--- src/rtl/vera_bus_master.sv ---
`default_nettype none
// ============================================================================
// Module      : vera_bus_master
// Description : Round-robin master for the VERA external register bus; turns
//               each accepted command into one timed read/write cycle.
// Revision    : 1.0 - initial release
// ============================================================================
module vera_bus_master #(
    parameter int SETUP_CYC  = 1,
    parameter int STROBE_CYC = 2,
    parameter int HOLD_CYC   = 1
) (
    input  logic       clk,
    input  logic       reset_n,
    input  logic       req0_valid,
    output logic       req0_ready,
    input  logic       req0_we,
    input  logic [4:0] req0_addr,
    input  logic [7:0] req0_wdata,
    input  logic       req1_valid,
    output logic       req1_ready,
    input  logic       req1_we,
    input  logic [4:0] req1_addr,
    input  logic [7:0] req1_wdata,
    output logic       rsp_valid,
    output logic       rsp_id,
    output logic [7:0] rsp_rdata,
    output logic       extbus_cs_n,
    output logic       extbus_rd_n,
    output logic       extbus_wr_n,
    output logic [4:0] extbus_a,
    output logic [7:0] extbus_d_out,
    output logic       extbus_d_oe,
    input  logic [7:0] extbus_d_in,
    input  logic       extbus_irq_n,
    output logic       irq
);

    localparam int c_MAX_CYC = (SETUP_CYC > STROBE_CYC) ?
                               ((SETUP_CYC > HOLD_CYC) ? SETUP_CYC : HOLD_CYC) :
                               ((STROBE_CYC > HOLD_CYC) ? STROBE_CYC : HOLD_CYC);
    localparam int c_CNT_W   = (c_MAX_CYC > 1) ? $clog2(c_MAX_CYC) : 1;

    localparam logic [c_CNT_W-1:0] c_SETUP_LD  = c_CNT_W'(SETUP_CYC - 1);
    localparam logic [c_CNT_W-1:0] c_STROBE_LD = c_CNT_W'(STROBE_CYC - 1);
    localparam logic [c_CNT_W-1:0] c_HOLD_LD   = c_CNT_W'(HOLD_CYC - 1);
    localparam logic [c_CNT_W-1:0] c_CNT_ZERO  = '0;
    localparam logic [c_CNT_W-1:0] c_CNT_ONE   = c_CNT_W'(1);

    localparam logic [1:0] c_IDLE   = 2'd0;
    localparam logic [1:0] c_SETUP  = 2'd1;
    localparam logic [1:0] c_STROBE = 2'd2;
    localparam logic [1:0] c_HOLD   = 2'd3;

    logic [1:0]         r_state;
    logic [1:0]         w_next_state;
    logic [c_CNT_W-1:0] r_cnt;
    logic [c_CNT_W-1:0] w_next_cnt;

    logic       r_we;
    logic       r_id;
    logic       r_last_grant;
    logic       r_cs_n;
    logic       r_rd_n;
    logic       r_wr_n;
    logic       r_d_oe;
    logic [4:0] r_a;
    logic [7:0] r_d_out;
    logic       r_rsp_valid;
    logic       r_rsp_id;
    logic [7:0] r_rsp_rdata;
    logic [1:0] r_irq_sync;

    logic       w_idle;
    logic       w_grant;
    logic       w_accept;
    logic       w_sel_we;
    logic [4:0] w_sel_addr;
    logic [7:0] w_sel_wdata;
    logic       w_next_we;
    logic       w_phase_end;

    // Tie goes to whoever was not served last; a lone requester always wins.
    always_comb begin
        w_idle      = (r_state == c_IDLE);
        w_grant     = (req0_valid && req1_valid) ? ~r_last_grant : req1_valid;
        w_accept    = w_idle && (req0_valid || req1_valid);
        w_sel_we    = w_grant ? req1_we    : req0_we;
        w_sel_addr  = w_grant ? req1_addr  : req0_addr;
        w_sel_wdata = w_grant ? req1_wdata : req0_wdata;
        w_next_we   = w_accept ? w_sel_we : r_we;
        w_phase_end = (r_cnt == c_CNT_ZERO);
        req0_ready  = w_idle && !w_grant && req0_valid;
        req1_ready  = w_idle &&  w_grant && req1_valid;
    end

    always_comb begin
        w_next_state = r_state;
        w_next_cnt   = r_cnt;
        case (r_state)
            c_IDLE: begin
                if (w_accept) begin
                    w_next_state = c_SETUP;
                    w_next_cnt   = c_SETUP_LD;
                end
            end
            c_SETUP: begin
                if (w_phase_end) begin
                    w_next_state = c_STROBE;
                    w_next_cnt   = c_STROBE_LD;
                end else begin
                    w_next_cnt   = r_cnt - c_CNT_ONE;
                end
            end
            c_STROBE: begin
                if (w_phase_end) begin
                    w_next_state = c_HOLD;
                    w_next_cnt   = c_HOLD_LD;
                end else begin
                    w_next_cnt   = r_cnt - c_CNT_ONE;
                end
            end
            c_HOLD: begin
                if (w_phase_end) begin
                    w_next_state = c_IDLE;
                end else begin
                    w_next_cnt   = r_cnt - c_CNT_ONE;
                end
            end
            default: w_next_state = c_IDLE;
        endcase
    end

    always_ff @(posedge clk or negedge reset_n) begin
        if (!reset_n) begin
            r_state <= c_IDLE;
            r_cnt   <= c_CNT_ZERO;
        end else begin
            r_state <= w_next_state;
            r_cnt   <= w_next_cnt;
        end
    end

    // Bus strobes are registered from the next state so they change on the
    // same edge as the phase itself and never glitch.
    always_ff @(posedge clk or negedge reset_n) begin
        if (!reset_n) begin
            r_we         <= 1'b0;
            r_id         <= 1'b0;
            r_last_grant <= 1'b1;
            r_cs_n       <= 1'b1;
            r_rd_n       <= 1'b1;
            r_wr_n       <= 1'b1;
            r_d_oe       <= 1'b0;
            r_a          <= 5'd0;
            r_d_out      <= 8'd0;
            r_rsp_valid  <= 1'b0;
            r_rsp_id     <= 1'b0;
            r_rsp_rdata  <= 8'd0;
        end else begin
            r_cs_n      <= (w_next_state == c_IDLE);
            r_rd_n      <= !((w_next_state == c_STROBE) && !w_next_we);
            r_wr_n      <= !((w_next_state == c_STROBE) &&  w_next_we);
            r_d_oe      <= (w_next_state != c_IDLE) && w_next_we;
            r_rsp_valid <= (r_state == c_HOLD) && w_phase_end;
            if ((r_state == c_HOLD) && w_phase_end) begin
                r_rsp_id <= r_id;
            end
            if (w_accept) begin
                r_we         <= w_sel_we;
                r_id         <= w_grant;
                r_last_grant <= w_grant;
                r_a          <= w_sel_addr;
                r_rsp_rdata  <= 8'd0;
                if (w_sel_we) begin
                    r_d_out <= w_sel_wdata;
                end
            end
            if ((r_state == c_STROBE) && w_phase_end && !r_we) begin
                r_rsp_rdata <= extbus_d_in;
            end
        end
    end

    always_ff @(posedge clk or negedge reset_n) begin
        if (!reset_n) begin
            r_irq_sync <= 2'b11;
        end else begin
            r_irq_sync <= {r_irq_sync[0], extbus_irq_n};
        end
    end

    assign rsp_valid    = r_rsp_valid;
    assign rsp_id       = r_rsp_id;
    assign rsp_rdata    = r_rsp_rdata;
    assign extbus_cs_n  = r_cs_n;
    assign extbus_rd_n  = r_rd_n;
    assign extbus_wr_n  = r_wr_n;
    assign extbus_a     = r_a;
    assign extbus_d_out = r_d_out;
    assign extbus_d_oe  = r_d_oe;
    assign irq          = ~r_irq_sync[1];

endmodule
`default_nettype wire
--- config.mk ---
export PLATFORM = sky130hd
export DESIGN_NAME = vera_bus_master
export DESIGN_NICKNAME = d
export VERILOG_FILES = /design/src/rtl/vera_bus_master.sv
export SDC_FILE = /design/constraint.sdc
export NUM_CORES = 1
export LEC_CHECK = 0
export BUFFER_PORTS_ARGS = -buffer_cell sky130_fd_sc_hd__clkbuf_2
export CELL_PAD_IN_SITES_DETAIL_PLACEMENT = 1
export CELL_PAD_IN_SITES_GLOBAL_PLACEMENT = 1
export CORE_ASPECT_RATIO = 2
export CORE_MARGIN = 8
export CORE_UTILIZATION = 36
export DETAILED_ROUTE_END_ITERATION = 8
export MAX_ROUTING_LAYER = met4
export PLACE_DENSITY = 0.8
export SETUP_SLACK_MARGIN = 0.05
export SYNTH_ARGS = -nofsm -noshare
export SYNTH_HDL_FRONTEND = slang
export SYNTH_SLANG_ARGS = --single-unit
--- constraint.sdc ---
create_clock -name clk -period 3 [get_ports clk]
set_input_delay 0.15 -clock clk [delete_from_list [all_inputs] [get_ports clk]]
set_output_delay 0.15 -clock clk [all_outputs]
set_load 0.005 [all_outputs]
# Word level (Yosys, flattened, before mapping)
# Cells that the tools add are included.
# totals
inputBits,41
output_inout_bits,30
reg_bits,35
# classes
n_addsub,1
mux,16
reduce_logical,24
bitwise,3
eq_ne,5
# ops
cell,n
8-bit two-way mux,3
1-bit logical AND,12
2-bit two-way mux,4
2-bit case mux with 4 select lines,1
"2-bit equality test, second input constant",3
1-bit two-way mux,6
1-bit logical NOT,5
5-bit two-way mux,1
2-bit logical NOT,2
2-bit nonzero test,2
1-bit NOT,3
1-bit case mux with 3 select lines,1
"2-bit by 1-bit equality test with 1-bit output, second input constant",1
"2-bit by 1-bit inequality test with 1-bit output, second input constant",1
2-bit AND reduction,1
2-bit OR reduction,1
1-bit logical OR,1
"1-bit subtractor, second input constant",1

# Logic depth before layout (Yosys ltp)
# depth
ltp_word,7
ltp_mapped,6
ltp_nobuf,5

# Least setup slack after synthesis
# Ideal clock, no wire load.
# synth_path
kind,register to register
from,register r_state[1]
to,register r_d_out[0] (netlist: extbus_d_out[0])
required_time_ns,2.921
arrival_time_ns,1.319
slack_ns,1.602
setup_time_ns,0.079
path_stages_with_launch,6
path_buffers,1
cell_sequence,dfrtp_1 buf_4 nor2_2 a21boi_4 o21a_4 a2bb2oi_1
# synth_via
elab_chain_len,3
# synth_rtl
element,line_no,source
start: declaration,55,logic [1:0] r_state;
start signal: assignment,136,r_state <= c_IDLE;
start signal: assignment,139,r_state <= w_next_state;
2-bit logical NOT,85,w_idle = (r_state == c_IDLE);
1-bit logical AND,87,w_accept = w_idle && (req0_valid || req1_valid);
2-bit AND reduction (no line),-,
end signal: assignment,176,r_d_out <= w_sel_wdata;
end: declaration,68,logic [7:0] r_d_out;
# Every way passes these cells.
# A chain may end at the register's enable or synchronous reset.

# Worst setup path in the final report
# layout_path
from,register r_last_grant
to,output port req0_ready
# layout_via
elab_chain_len,5
# layout_rtl
element,line_no,source
start: declaration,62,logic r_last_grant;
start signal: assignment,172,r_last_grant <= w_grant;
1-bit NOT,86,w_grant = (req0_valid && req1_valid) ? ~r_last_grant : req1_valid;
1-bit two-way mux,86,
1-bit logical NOT,93,req0_ready = w_idle && !w_grant && req0_valid;
1-bit logical AND (2 in series),93,
end: declaration,16,"output logic req0_ready,"
# Every way passes these cells.

==> impl_results.md <==
- Gr ovfl total: 0
- Via count: 1263
- Final ANT Viol Nets: 0
- # setup viols final: 0
- Total CTS buffers: 5
- CP Max Fanout: 10
- ANT cells: 0
- Synth top area cells: dfrtp_1 (50%), dfstp_2 (11%), a22o_1 (4.9%)
- Largest net degree at the start of global routing: 36
- CTS Sinks: 35
- CP max-delay cell: dfstp_2
- Final Hold Fails: 0
- Final clock skew: 0.00449 ns
- Worst hold path type: in2reg
- Layout cells sized above 1: 46.4%
- Final GP Congestion: 0.776
- Initial core utilization: 37.6%
- Routed wire length: 4400 µm
- DRC Markers: 0
- Mapped Nets: 160
- Post-route cell area: 0.00194 mm²
- Worst hold margin: 0.0843 ns
- Clk buf depth: 2
- Slowest stage delay, CP: 0.57 ns
- Core ar.: 0.00384 mm²
- #FFs+latches synth: 35
- Number of global-route vias before repair: 1462
- Final period utilization: 60.2%
- Netlist cell types: 30
- Vias/cell: 5.11
- CTS H-tree depth: 2
- Row count: 32
- Setup TNS: 0 ns
- Mean routed wirelength per cell: 17.8 µm
- Multi-input gate area in the final layout: 519 µm²
- Fill cell count: 490
- Startpoint Class: flip-flop
- Status: completed
- 1st-pass router iterations: 4
- TritonCTS clock tree: built
- Area share of the largest cell type after synthesis: 50.3%
- Max_cap viols: 0
- Die width: 60.8 µm
- Fmax: 0.553 GHz
- Post-route minimum period: 1.81 ns
- FF/Latch Area: 883 µm²
- Syn. warnings: 0
- Cell chain of the critical path: a21bo_1, and3_2, clkbuf_2
- Mapped Area: 0.00144 mm²
- Hpwl dp: 3570 µm
- Fin util: 50.4%
- Critical path endpoint category: output pin
- CP arrival: 1.66 ns
- Reg2Reg Setup Slack: 1.33 ns
- Port Buffers: 70
- Syn avg cell area: 12.1 µm²
- Synth-to-Final Area Change: 34.1%
- Worst Tran Pin Value: 0.891 ns
- Synth area leader: dfrtp_1
- Die height: 106 µm
- Gr usage total: 14.8%
- Iter 0 DRT Violations: 19
- Peak VDD IR: 449 µV
- Leak Pwr: 1.00 nW
- Placed cell areas: 0.00184 mm²
- Worst skew pair latency: 0.28 ns
- Num ports: 71
- CP Data Required Time: 2.85 ns
- Die area: 0.00642 mm²
- First-pass GRT wire length: 7010 µm
- RSZ-0062 raised after global routing: false
- Crit Path Class: reg2out
- Number of antenna violations at the first check in global routing: 0
- Number of nets in the layout: 236
- Clock transition at path regs: 0.07 ns
- Sequential element share of the synthesized area: 61.2%
- Post-cts sizing count: 0
- Max-slew headroom: 40.6%
- Max Slew Vio Count: 0
- Pwr/cell area: 934 mW/mm²
- Cells after Synth: 119
- CTS Root Buffer Type: clkbuf_8
## synthesized netlist by cell type
master / count
nand3_1: 2
nand2_2: 1
o22ai_1: 9
o21a_4: 1
buf_6: 1
nor2_2: 1
dfrtp_1: 29
a21bo_1: 1
a21boi_2: 1
buf_4: 1
a22o_1: 8
clkbuf_1: 1
mux2i_1: 5
a2bb2oi_1: 8
a21oi_1: 3
dfstp_2: 6
mux2_2: 1
nand2_1: 15
nor3_1: 3
inv_1: 5
o211ai_1: 2
a21o_1: 1
a21boi_4: 1
or2_2: 1
and3_2: 1
a31oi_1: 1
o21ai_0: 6
xnor2_1: 1
a31o_2: 1
nor2_1: 2
## placed cells by master (no fill, tap or decap), types with 2 or more instances in the layout
master,n
inv_1,5
clkbuf_8,5
nor3_1,3
a2bb2oi_1,8
o211ai_1,2
nor2_1,2
nand2_1,15
dlygate4sd3_1,2
dfrtp_1,29
mux2i_1,5
o21ai_0,6
dfstp_2,6
nand3_1,2
o22ai_1,9
clkbuf_1,2
a22o_1,8
clkbuf_2,70
a21oi_1,3
## cells by family after synthesis
logic type / Yosys count / synth area share (%)
and+or+nand+nor: 26 / 7.97
muxes: 6 / 4.25
xor gates and xnor gates: 1 / 0.607
buffers and inverters: 8 / 2.86
DFF: 35 / 61.2
AOI/OAI and AO/OA: 43 / 23.1
## path summary, 6_finish.rpt
path                                          start                        to  depth (start not counted)
setup / recovery           r_last_grant$_DFFE_PN1P_                req0_ready                          3
hold / removal                       extbus_d_in[6]  rsp_rdata[6]$_DFFE_PN0P_                          2
setup reg to reg               r_state[0]$_DFF_PN0_  rsp_rdata[5]$_DFFE_PN0P_                          4
hold reg to reg             r_irq_sync[0]$_DFF_PN1_   r_irq_sync[1]$_DFF_PN1_                          0
max in group asynchronous                   reset_n     extbus_d_oe$_DFF_PN0_                          2
min in group asynchronous                   reset_n   extbus_a[4]$_DFFE_PN0P_                          2
## report_power, final
group          internal, mW  switching [mW]
combinational         0.326           0.354
sequential            0.677           0.134
clock                 0.163           0.155
## state kept, by name, indices dropped and copies added (netlist names), 2 cells and up
| register | cells |
|---|---|
| extbus_d_out | 8 |
| extbus_a | 5 |
| r_state | 2 |
| r_irq_sync | 2 |
| rsp_rdata | 8 |
## through the flow
step | setup slack (ns) | power [mW] | cells
6_report | 1.19 | 1.81 | 247
4_1_cts | 1.17 | 1.84 | 247
3_5_place_dp | 1.28 | 1.51 | 237
2_1_floorplan | 1.60 | 1.20 | 119
3_3_place_gp | 1.41 | 1.46 | 237
5_1_grt | 1.11 | 1.94 | 247
## area by class of cell
class | instances | area share, %
Tap cell | 51 | 3.29
Multi-Input combinational cell | 76 | 26.8
Clock buffer | 7 | 3.94
Timing Repair Buffer | 72 | 19.1
Clock inverter | 1 | 0.258
Inverter | 5 | 0.969
Sequential cell | 35 | 45.6
## critical path: cells and delay by family, from the launching register on
| kind | cells | cell delay, ns |
|---|---|---|
| compound gates | 1 | 0.43 |
| simple gates | 1 | 0.27 |
| buf+inv | 1 | 0.12 |
| flops | 1 | 0.57 |
## layer usage
metal  global-route usage [%]  up-vias  share of wire, %
met2                     27.5       49                57
met5                        -        -                 0
met1                     13.0      617                33
li1                         -      592                 -
met3                     4.38        5               8.5
met4                     5.04        0               1.5
## repair_timing
item                                   4_1_cts  5_1_grt
endpoints found under the hold margin        2        0
setup buffers                                0        0
hold buffers                                 2        0
(Power assumes the default switching activity.)
